$ cat src/rtl/sr_pkg.sv
// Shared types and defaults for the S/R latch driver.
package sr_pkg;

  typedef enum logic [1:0] {
    IDLE    = 2'd0,
    PULSE_S = 2'd1,
    PULSE_R = 2'd2
  } sr_state_e;

  localparam int SR_DEB_CYC_DEF = 4;
  localparam int SR_PULSE_W_DEF = 2;

endpackage

$ cat src/rtl/sr_drive_ctrl_if.sv
// Request/pulse bundle between button-side requester (master) and sr_drive_ctrl (slave).
interface sr_drive_ctrl_if;

  logic set_in;
  logic reset_in;
  logic S;
  logic R;
  logic q_exp;
  logic busy;
  logic conflict;

  modport master (
    output set_in, reset_in,
    input  S, R, q_exp, busy, conflict
  );

  modport slave (
    input  set_in, reset_in,
    output S, R, q_exp, busy, conflict
  );

endinterface

$ cat src/rtl/sr_debounce.sv
// Two-flop synchronizer, stability counter and rising-edge detector for one button line.
module sr_debounce #(
  parameter int DEB_CYC = 4
) (
  input  logic clk,
  input  logic rst_n,
  input  logic async_i,
  output logic rise_o
);

  localparam int CNT_W = $clog2(DEB_CYC + 1);

  logic             sync1_q;
  logic             sync2_q;
  logic             vld1_q;
  logic             vld2_q;
  logic             level_q;
  logic             level_prev_q;
  logic             armed_q;
  logic [CNT_W-1:0] cnt_q;

  // A level already high when reset releases must not count as a press:
  // edges are only reported once a genuine low sample has been seen.
  always_ff @(posedge clk or negedge rst_n) begin
    if (!rst_n) begin
      sync1_q      <= 1'b0;
      sync2_q      <= 1'b0;
      vld1_q       <= 1'b0;
      vld2_q       <= 1'b0;
      level_q      <= 1'b0;
      level_prev_q <= 1'b0;
      armed_q      <= 1'b0;
      cnt_q        <= '0;
    end else begin
      sync1_q      <= async_i;
      sync2_q      <= sync1_q;
      vld1_q       <= 1'b1;
      vld2_q       <= vld1_q;
      level_prev_q <= level_q;
      if (sync2_q != level_q) begin
        if (cnt_q == CNT_W'(DEB_CYC - 1)) begin
          level_q <= sync2_q;
          cnt_q   <= '0;
        end else begin
          cnt_q <= cnt_q + 1'b1;
        end
      end else begin
        cnt_q <= '0;
      end
      if (vld2_q && !sync2_q && !level_q) begin
        armed_q <= 1'b1;
      end
    end
  end

  assign rise_o = level_q & ~level_prev_q & armed_q;

endmodule

$ cat src/rtl/sr_drive_ctrl.sv
// Turns debounced set/reset button presses into clean, non-overlapping S/R latch pulses.
// Define SR_PULSE_STRETCH_EN to make each pulse PULSE_W cycles long instead of one.
module sr_drive_ctrl
  import sr_pkg::*;
#(
  parameter int DEB_CYC = SR_DEB_CYC_DEF,
  parameter int PULSE_W = SR_PULSE_W_DEF
) (
  input  logic           clk,
  input  logic           rst_n,
  sr_drive_ctrl_if.slave bus
);

  logic      rise_s;
  logic      rise_r;
  logic      pulse_end;
  sr_state_e state_q;
  logic      s_q;
  logic      r_q;
  logic      q_exp_q;
  logic      busy_q;
  logic      conflict_q;
  logic      pend_r_q;
  logic      gap_q;

  sr_debounce #(.DEB_CYC(DEB_CYC)) u_deb_set (
    .clk     (clk),
    .rst_n   (rst_n),
    .async_i (bus.set_in),
    .rise_o  (rise_s)
  );

  sr_debounce #(.DEB_CYC(DEB_CYC)) u_deb_rst (
    .clk     (clk),
    .rst_n   (rst_n),
    .async_i (bus.reset_in),
    .rise_o  (rise_r)
  );

`ifdef SR_PULSE_STRETCH_EN
  localparam int PW_W = $clog2(PULSE_W + 1);

  logic [PW_W-1:0] pw_cnt_q;

  // Held at zero outside an active pulse, so every pulse starts counting from 0.
  always_ff @(posedge clk or negedge rst_n) begin
    if (!rst_n) begin
      pw_cnt_q <= '0;
    end else if (state_q == IDLE || gap_q) begin
      pw_cnt_q <= '0;
    end else if (pw_cnt_q != PW_W'(PULSE_W - 1)) begin
      pw_cnt_q <= pw_cnt_q + 1'b1;
    end
  end

  assign pulse_end = (pw_cnt_q == PW_W'(PULSE_W - 1));
`else
  assign pulse_end = 1'b1;
`endif

  // A reset served straight after a set pulse spends one gap cycle in PULSE_R
  // with both outputs low, so S and R never abut.
  always_ff @(posedge clk or negedge rst_n) begin
    if (!rst_n) begin
      state_q    <= IDLE;
      s_q        <= 1'b0;
      r_q        <= 1'b0;
      q_exp_q    <= 1'b0;
      busy_q     <= 1'b0;
      conflict_q <= 1'b0;
      pend_r_q   <= 1'b0;
      gap_q      <= 1'b0;
    end else begin
      conflict_q <= 1'b0;
      unique case (state_q)
        IDLE: begin
          if (rise_r) begin
            state_q    <= PULSE_R;
            r_q        <= 1'b1;
            busy_q     <= 1'b1;
            conflict_q <= rise_s;
          end else if (rise_s) begin
            state_q <= PULSE_S;
            s_q     <= 1'b1;
            busy_q  <= 1'b1;
          end
        end
        PULSE_S: begin
          if (rise_r) begin
            pend_r_q <= 1'b1;
          end
          if (pulse_end) begin
            s_q     <= 1'b0;
            q_exp_q <= 1'b1;
            if (pend_r_q || rise_r) begin
              state_q  <= PULSE_R;
              gap_q    <= 1'b1;
              pend_r_q <= 1'b0;
            end else begin
              state_q <= IDLE;
              busy_q  <= 1'b0;
            end
          end
        end
        PULSE_R: begin
          if (gap_q) begin
            gap_q <= 1'b0;
            r_q   <= 1'b1;
          end else if (pulse_end) begin
            r_q     <= 1'b0;
            q_exp_q <= 1'b0;
            state_q <= IDLE;
            busy_q  <= 1'b0;
          end
        end
        default: begin
          state_q  <= IDLE;
          s_q      <= 1'b0;
          r_q      <= 1'b0;
          busy_q   <= 1'b0;
          pend_r_q <= 1'b0;
          gap_q    <= 1'b0;
        end
      endcase
    end
  end

  assign bus.S        = s_q;
  assign bus.R        = r_q;
  assign bus.q_exp    = q_exp_q;
  assign bus.busy     = busy_q;
  assign bus.conflict = conflict_q;

endmodule

$ cat src/flat_wrapper.sv
// flat-port wrapper written by rule: the top's interface ports become plain ports
module sr_drive_ctrl_flat import sr_pkg::*;
#(
  parameter int DEB_CYC = SR_DEB_CYC_DEF,
  parameter int PULSE_W = SR_PULSE_W_DEF
)
  (clk, rst_n, bus_set_in, bus_reset_in, bus_S, bus_R, bus_q_exp, bus_busy, bus_conflict);
  sr_drive_ctrl_if bus_i ();
  input  logic clk;
  input  logic rst_n;
  input wire logic [$bits(bus_i.set_in)-1:0] bus_set_in;
  input wire logic [$bits(bus_i.reset_in)-1:0] bus_reset_in;
  output wire logic [$bits(bus_i.S)-1:0] bus_S;
  output wire logic [$bits(bus_i.R)-1:0] bus_R;
  output wire logic [$bits(bus_i.q_exp)-1:0] bus_q_exp;
  output wire logic [$bits(bus_i.busy)-1:0] bus_busy;
  output wire logic [$bits(bus_i.conflict)-1:0] bus_conflict;
  assign bus_i.set_in = bus_set_in;
  assign bus_i.reset_in = bus_reset_in;
  assign bus_S = bus_i.S;
  assign bus_R = bus_i.R;
  assign bus_q_exp = bus_i.q_exp;
  assign bus_busy = bus_i.busy;
  assign bus_conflict = bus_i.conflict;
  sr_drive_ctrl #(.DEB_CYC(DEB_CYC), .PULSE_W(PULSE_W)) u_core (.clk(clk), .rst_n(rst_n), .bus(bus_i));
endmodule
$ cat config.mk
export PLATFORM = sky130hd
export DESIGN_NAME = sr_drive_ctrl_flat
export DESIGN_NICKNAME = d
export VERILOG_FILES = /design/src/rtl/sr_pkg.sv /design/src/rtl/sr_drive_ctrl_if.sv /design/src/rtl/sr_debounce.sv /design/src/rtl/sr_drive_ctrl.sv /design/src/flat_wrapper.sv
export SDC_FILE = /design/constraint.sdc
export NUM_CORES = 1
export LEC_CHECK = 0
export BUFFER_PORTS_ARGS = -buffer_cell sky130_fd_sc_hd__buf_2
export CAP_MARGIN = 5
export CORE_AREA = 2 2 53 55
export CTS_BUF_LIST = sky130_fd_sc_hd__clkbuf_8
export DETAILED_ROUTE_END_ITERATION = 7
export DIE_AREA = 0 0 55 57
export GPL_TIMING_DRIVEN = 0
export PLACE_DENSITY_LB_ADDON = 0.1
export SKIP_LAST_GASP = 1
export SLEW_MARGIN = 20
export SYNTH_ARGS = -nofsm -noshare
export SYNTH_HDL_FRONTEND = slang
export SYNTH_SLANG_ARGS = --single-unit
$ cat constraint.sdc
create_clock -name clk -period 1.7 [get_ports clk]
set_input_delay 0.34 -clock clk [delete_from_list [all_inputs] [get_ports clk]]
set_output_delay 0.34 -clock clk [all_outputs]
set_load 0.03 [all_outputs]
==> impl_metrics.prom <==
# TYPE chip_impl_metric gauge
chip_impl_info{name="run_status",value="finished, final reports clean"} 1
chip_impl_metric{name="timing_hold_violations_final",unit=""} 0
chip_impl_metric{name="slew_headroom",unit="%"} 60.85
chip_impl_metric{name="grt_start_max_net_pins",unit=""} 28
chip_impl_metric{name="remaining_drc_errors",unit=""} 0
chip_impl_metric{name="synthesis.area_per_instance",unit="µm²"} 13.49
chip_impl_metric{name="totalWireLength",unit="µm"} 1408
chip_impl_info{name="most_common_cell_after_layout_fill_and_taps_aside",value="sky130_fd_sc_hd__dfrtp_1"} 1
chip_impl_metric{name="final.period_utilization",unit="%"} 72.67
chip_impl_metric{name="min_period",unit="ps"} 1235
chip_impl_metric{name="rows",unit=""} 19
chip_impl_metric{name="overall_power",unit="mW"} 1.917
chip_impl_metric{name="f_max",unit="MHz"} 809.4
chip_impl_metric{name="cts.repair.resized",unit=""} 0
chip_impl_metric{name="post-cts-setup-buffer-count",unit=""} 0
chip_impl_info{name="top_regs",value="u_core.u_deb_rst.cnt_q: 3 flops, u_core.u_deb_set.cnt_q: 3 flops, u_core.state_q: 2 flops"} 1
chip_impl_metric{name="synth-edff-count",unit=""} 0
chip_impl_info{name="criticalPathCategory",value="flop to output port"} 1
chip_impl_info{name="grt_setup_unrepaired",value="no"} 1
chip_impl_metric{name="grt_use_met3",unit="%"} 2.356
chip_impl_metric{name="critical_path_arrival",unit="ps"} 900
chip_impl_metric{name="die_h",unit="µm"} 57
chip_impl_metric{name="clk_pin_slew_worst_paths",unit="ps"} 90
chip_impl_metric{name="powerDensity",unit="nW/µm²"} 1703
chip_impl_metric{name="overflow",unit=""} 0
chip_impl_info{name="crit_path_max_delay_family",value="flip-flops"} 1
chip_impl_metric{name="synth_sequential_area_ratio",unit="%"} 67.67
chip_impl_metric{name="global_route.usage.met1",unit="%"} 15.68
chip_impl_metric{name="path_buf_inv",unit=""} 1
chip_impl_info{name="timing.critical_path.from_type",value="flop"} 1
chip_impl_metric{name="global_route.usage.met2",unit="%"} 16.16
chip_impl_metric{name="boundaryPins",unit=""} 9
chip_impl_metric{name="final_util",unit="%"} 43.06
chip_impl_metric{name="wire_per_inst",unit="µm"} 12.03
chip_impl_metric{name="core_region_area",unit="µm²"} 2615
chip_impl_metric{name="number_of_antenna_violations_at_the_first_check_in_global_routing",unit=""} 0
chip_impl_info{name="min_path_type",value="primary input to asynchronous set/reset pin"} 1
chip_impl_metric{name="nets",unit=""} 93
chip_impl_metric{name="starting_density_of_the_core",unit="%"} 38.18
chip_impl_info{name="grt_busiest_layer",value="met2"} 1
chip_impl_metric{name="yosys_warnings",unit=""} 0
chip_impl_metric{name="drt_iter0_drc",unit=""} 8
chip_impl_metric{name="cp_max_fo",unit=""} 4
chip_impl_metric{name="vdd_ir_drop_max",unit="mV"} 0.8658
chip_impl_metric{name="detailedRoute.firstPassIterationCount",unit=""} 4
chip_impl_metric{name="num_vias",unit=""} 546
chip_impl_metric{name="tritoncts.num_buffers",unit=""} 3
chip_impl_metric{name="post_synth_inst_count",unit=""} 74
chip_impl_metric{name="antenna-diode-count",unit=""} 0
chip_impl_metric{name="final-setup-viol-count",unit=""} 0
chip_impl_metric{name="numPortBuffers",unit=""} 8
chip_impl_metric{name="clock_sinks",unit=""} 27
chip_impl_metric{name="clock_skew",unit="ps"} 4.728
chip_impl_metric{name="ys_async_sr_fraction",unit="%"} 100.0
chip_impl_metric{name="critPathRequiredTime",unit="ps"} 1360
chip_impl_metric{name="mappedNetlistNets",unit=""} 80
chip_impl_metric{name="vias_per_cell",unit=""} 4.667
chip_impl_info{name="synth_ff_type",value="sky130_fd_sc_hd__dfrtp_1"} 1
chip_impl_metric{name="post_place_setup_slack",unit="ps"} 515.4
chip_impl_metric{name="cts_max_path_buffers",unit=""} 2
chip_impl_metric{name="clock_insertion_delay_at_the_later_pin_of_the_skew_report",unit="ps"} 270
chip_impl_metric{name="groute.usage.overall",unit="%"} 11.25
chip_impl_metric{name="cap_viol_max_count",unit=""} 0
chip_impl_metric{name="power.static_leakage",unit="nW"} 0.5041
chip_impl_metric{name="hold-worst-slack",unit="ps"} 57.76
chip_impl_metric{name="cts_hold_buffers",unit=""} 0
chip_impl_info{name="timing.critical_path.cells",value="buf_2"} 1
chip_impl_metric{name="drive_gt1_share",unit="%"} 23.26
chip_impl_metric{name="flow.area_growth_from_synthesis",unit="%"} 12.78
chip_impl_metric{name="worst_pin_slew",unit="ps"} 587.3
chip_impl_metric{name="dp_hpwl",unit="µm"} 924.1
chip_impl_info{name="final_cell_mix",value="sky130_fd_sc_hd__dfrtp_1 (27), sky130_fd_sc_hd__buf_2 (9), sky130_fd_sc_hd__nor2b_1 (7)"} 1
chip_impl_metric{name="htreeDepth",unit=""} 1
chip_impl_metric{name="grt_pass1_vias",unit=""} 576
chip_impl_info{name="crit_path_max_delay_cell_type",value="sky130_fd_sc_hd__dfrtp_1"} 1
chip_impl_metric{name="num-fill-cells",unit=""} 262
chip_impl_metric{name="die_w",unit="µm"} 55
chip_impl_metric{name="synthesized_flop_and_latch_total",unit=""} 27
chip_impl_metric{name="synth_cell_type_count",unit=""} 25
chip_impl_metric{name="finalWorstSetupSlack",unit="ps"} 464.5
chip_impl_info{name="critical_path_sink_type",value="output port"} 1
chip_impl_info{name="cts_tree",value="yes"} 1
chip_impl_metric{name="slew_violations",unit=""} 0
chip_impl_metric{name="critical_path_s_largest_stage_delay",unit="ps"} 410
chip_impl_metric{name="grt_pass1_wl",unit="µm"} 2525
chip_impl_metric{name="gp_routability_congestion",unit=""} 0.6674
chip_impl_metric{name="detail-route-antenna-nets",unit=""} 0
chip_impl_metric{name="die_area",unit="µm²"} 3135
chip_impl_metric{name="setup_total_negative_slack",unit="ps"} 0
chip_impl_info{name="cts_root_buf",value="sky130_fd_sc_hd__clkbuf_8"} 1
chip_impl_metric{name="syn_area",unit="µm²"} 998.5
area by class of cell:
class / instances / area [µm²] / area share [%]
Sequential cell: 27 / 675.6 / 60.00
Inverter: 2 / 7.507 / 0.6667
Tap cell: 31 / 38.79 / 3.444
Clock buffer: 3 / 41.29 / 3.667
Buffer: 3 / 20.02 / 1.778
Clock inverter: 1 / 7.507 / 0.6667
Timing Repair Buffer: 8 / 40.04 / 3.556
Multi-Input combinational cell: 42 / 295.3 / 26.22
cell families after synthesis:
family / share of synthesized area [%]
other cells: 0.3756
xor+xnor: 1.755
simple gates: 14.79
mux: 2.255
buf+inv: 2.756
compound gates: 7.895
fa+ha+maj: 2.506
flops: 67.67
cells in the mapped netlist (2+ instances only):
cell                      count  area share, %
sky130_fd_sc_hd__dfrtp_1     27             68
sky130_fd_sc_hd__nor2b_1      7            4.4
sky130_fd_sc_hd__a21oi_1      4            2.0
sky130_fd_sc_hd__nor3b_1      4            3.0
sky130_fd_sc_hd__o21ai_0      4            2.0
sky130_fd_sc_hd__nor3_1       3            1.5
sky130_fd_sc_hd__ha_1         2            2.5
sky130_fd_sc_hd__inv_1        2           0.75
sky130_fd_sc_hd__mux2_2       2            2.3
sky130_fd_sc_hd__nand2_1      2           0.75
sky130_fd_sc_hd__nor2_1       2           0.75
sky130_fd_sc_hd__xnor2_1      2            1.8
where the power goes:
part / internal [mW] / switching, mW / total, mW
Clock: 0.166 / 0.197 / 0.363
Combinational: 0.266 / 0.366 / 0.632
Sequential: 0.821 / 0.101 / 0.922
Total: 1.25 / 0.664 / 1.92
metrics by stage:
stage / cells / cell area (µm²)
after detailed placement: 113 / 1077
after global placement: 113 / 1077
final: 117 / 1126
after floorplan: 74 / 998.5
after CTS: 117 / 1126
after global routing: 117 / 1126
path summary, 6_finish.rpt:
path / start / end / slack (ps) / depth (start not counted)
max in group asynchronous: rst_n / u_core.u_deb_rst.sync1_q / 1250 / 1
setup / recovery: u_core.bus.busy / bus_busy / 460 / 1
min in group clk: bus_set_in / u_core.u_deb_set.sync1_q / 170 / 1
setup reg to reg: u_core.u_deb_rst.cnt_q[0] / u_core.u_deb_rst.level_q / 500 / 3
hold reg to reg: u_core.u_deb_set.sync1_q / u_core.u_deb_set.sync2_q / 360 / 0
hold / removal: rst_n / u_core.bus.S / 60 / 1
per-layer routing:
layer,wire length [µm],up-vias,share of wire [%]
li1,-,273,-
met1,677,263,48
met2,674,8,48
met3,42,2,3.0
met4,13,0,0.92
met5,0,-,0
No activity file was read; power rests on OpenSTA's default activity.
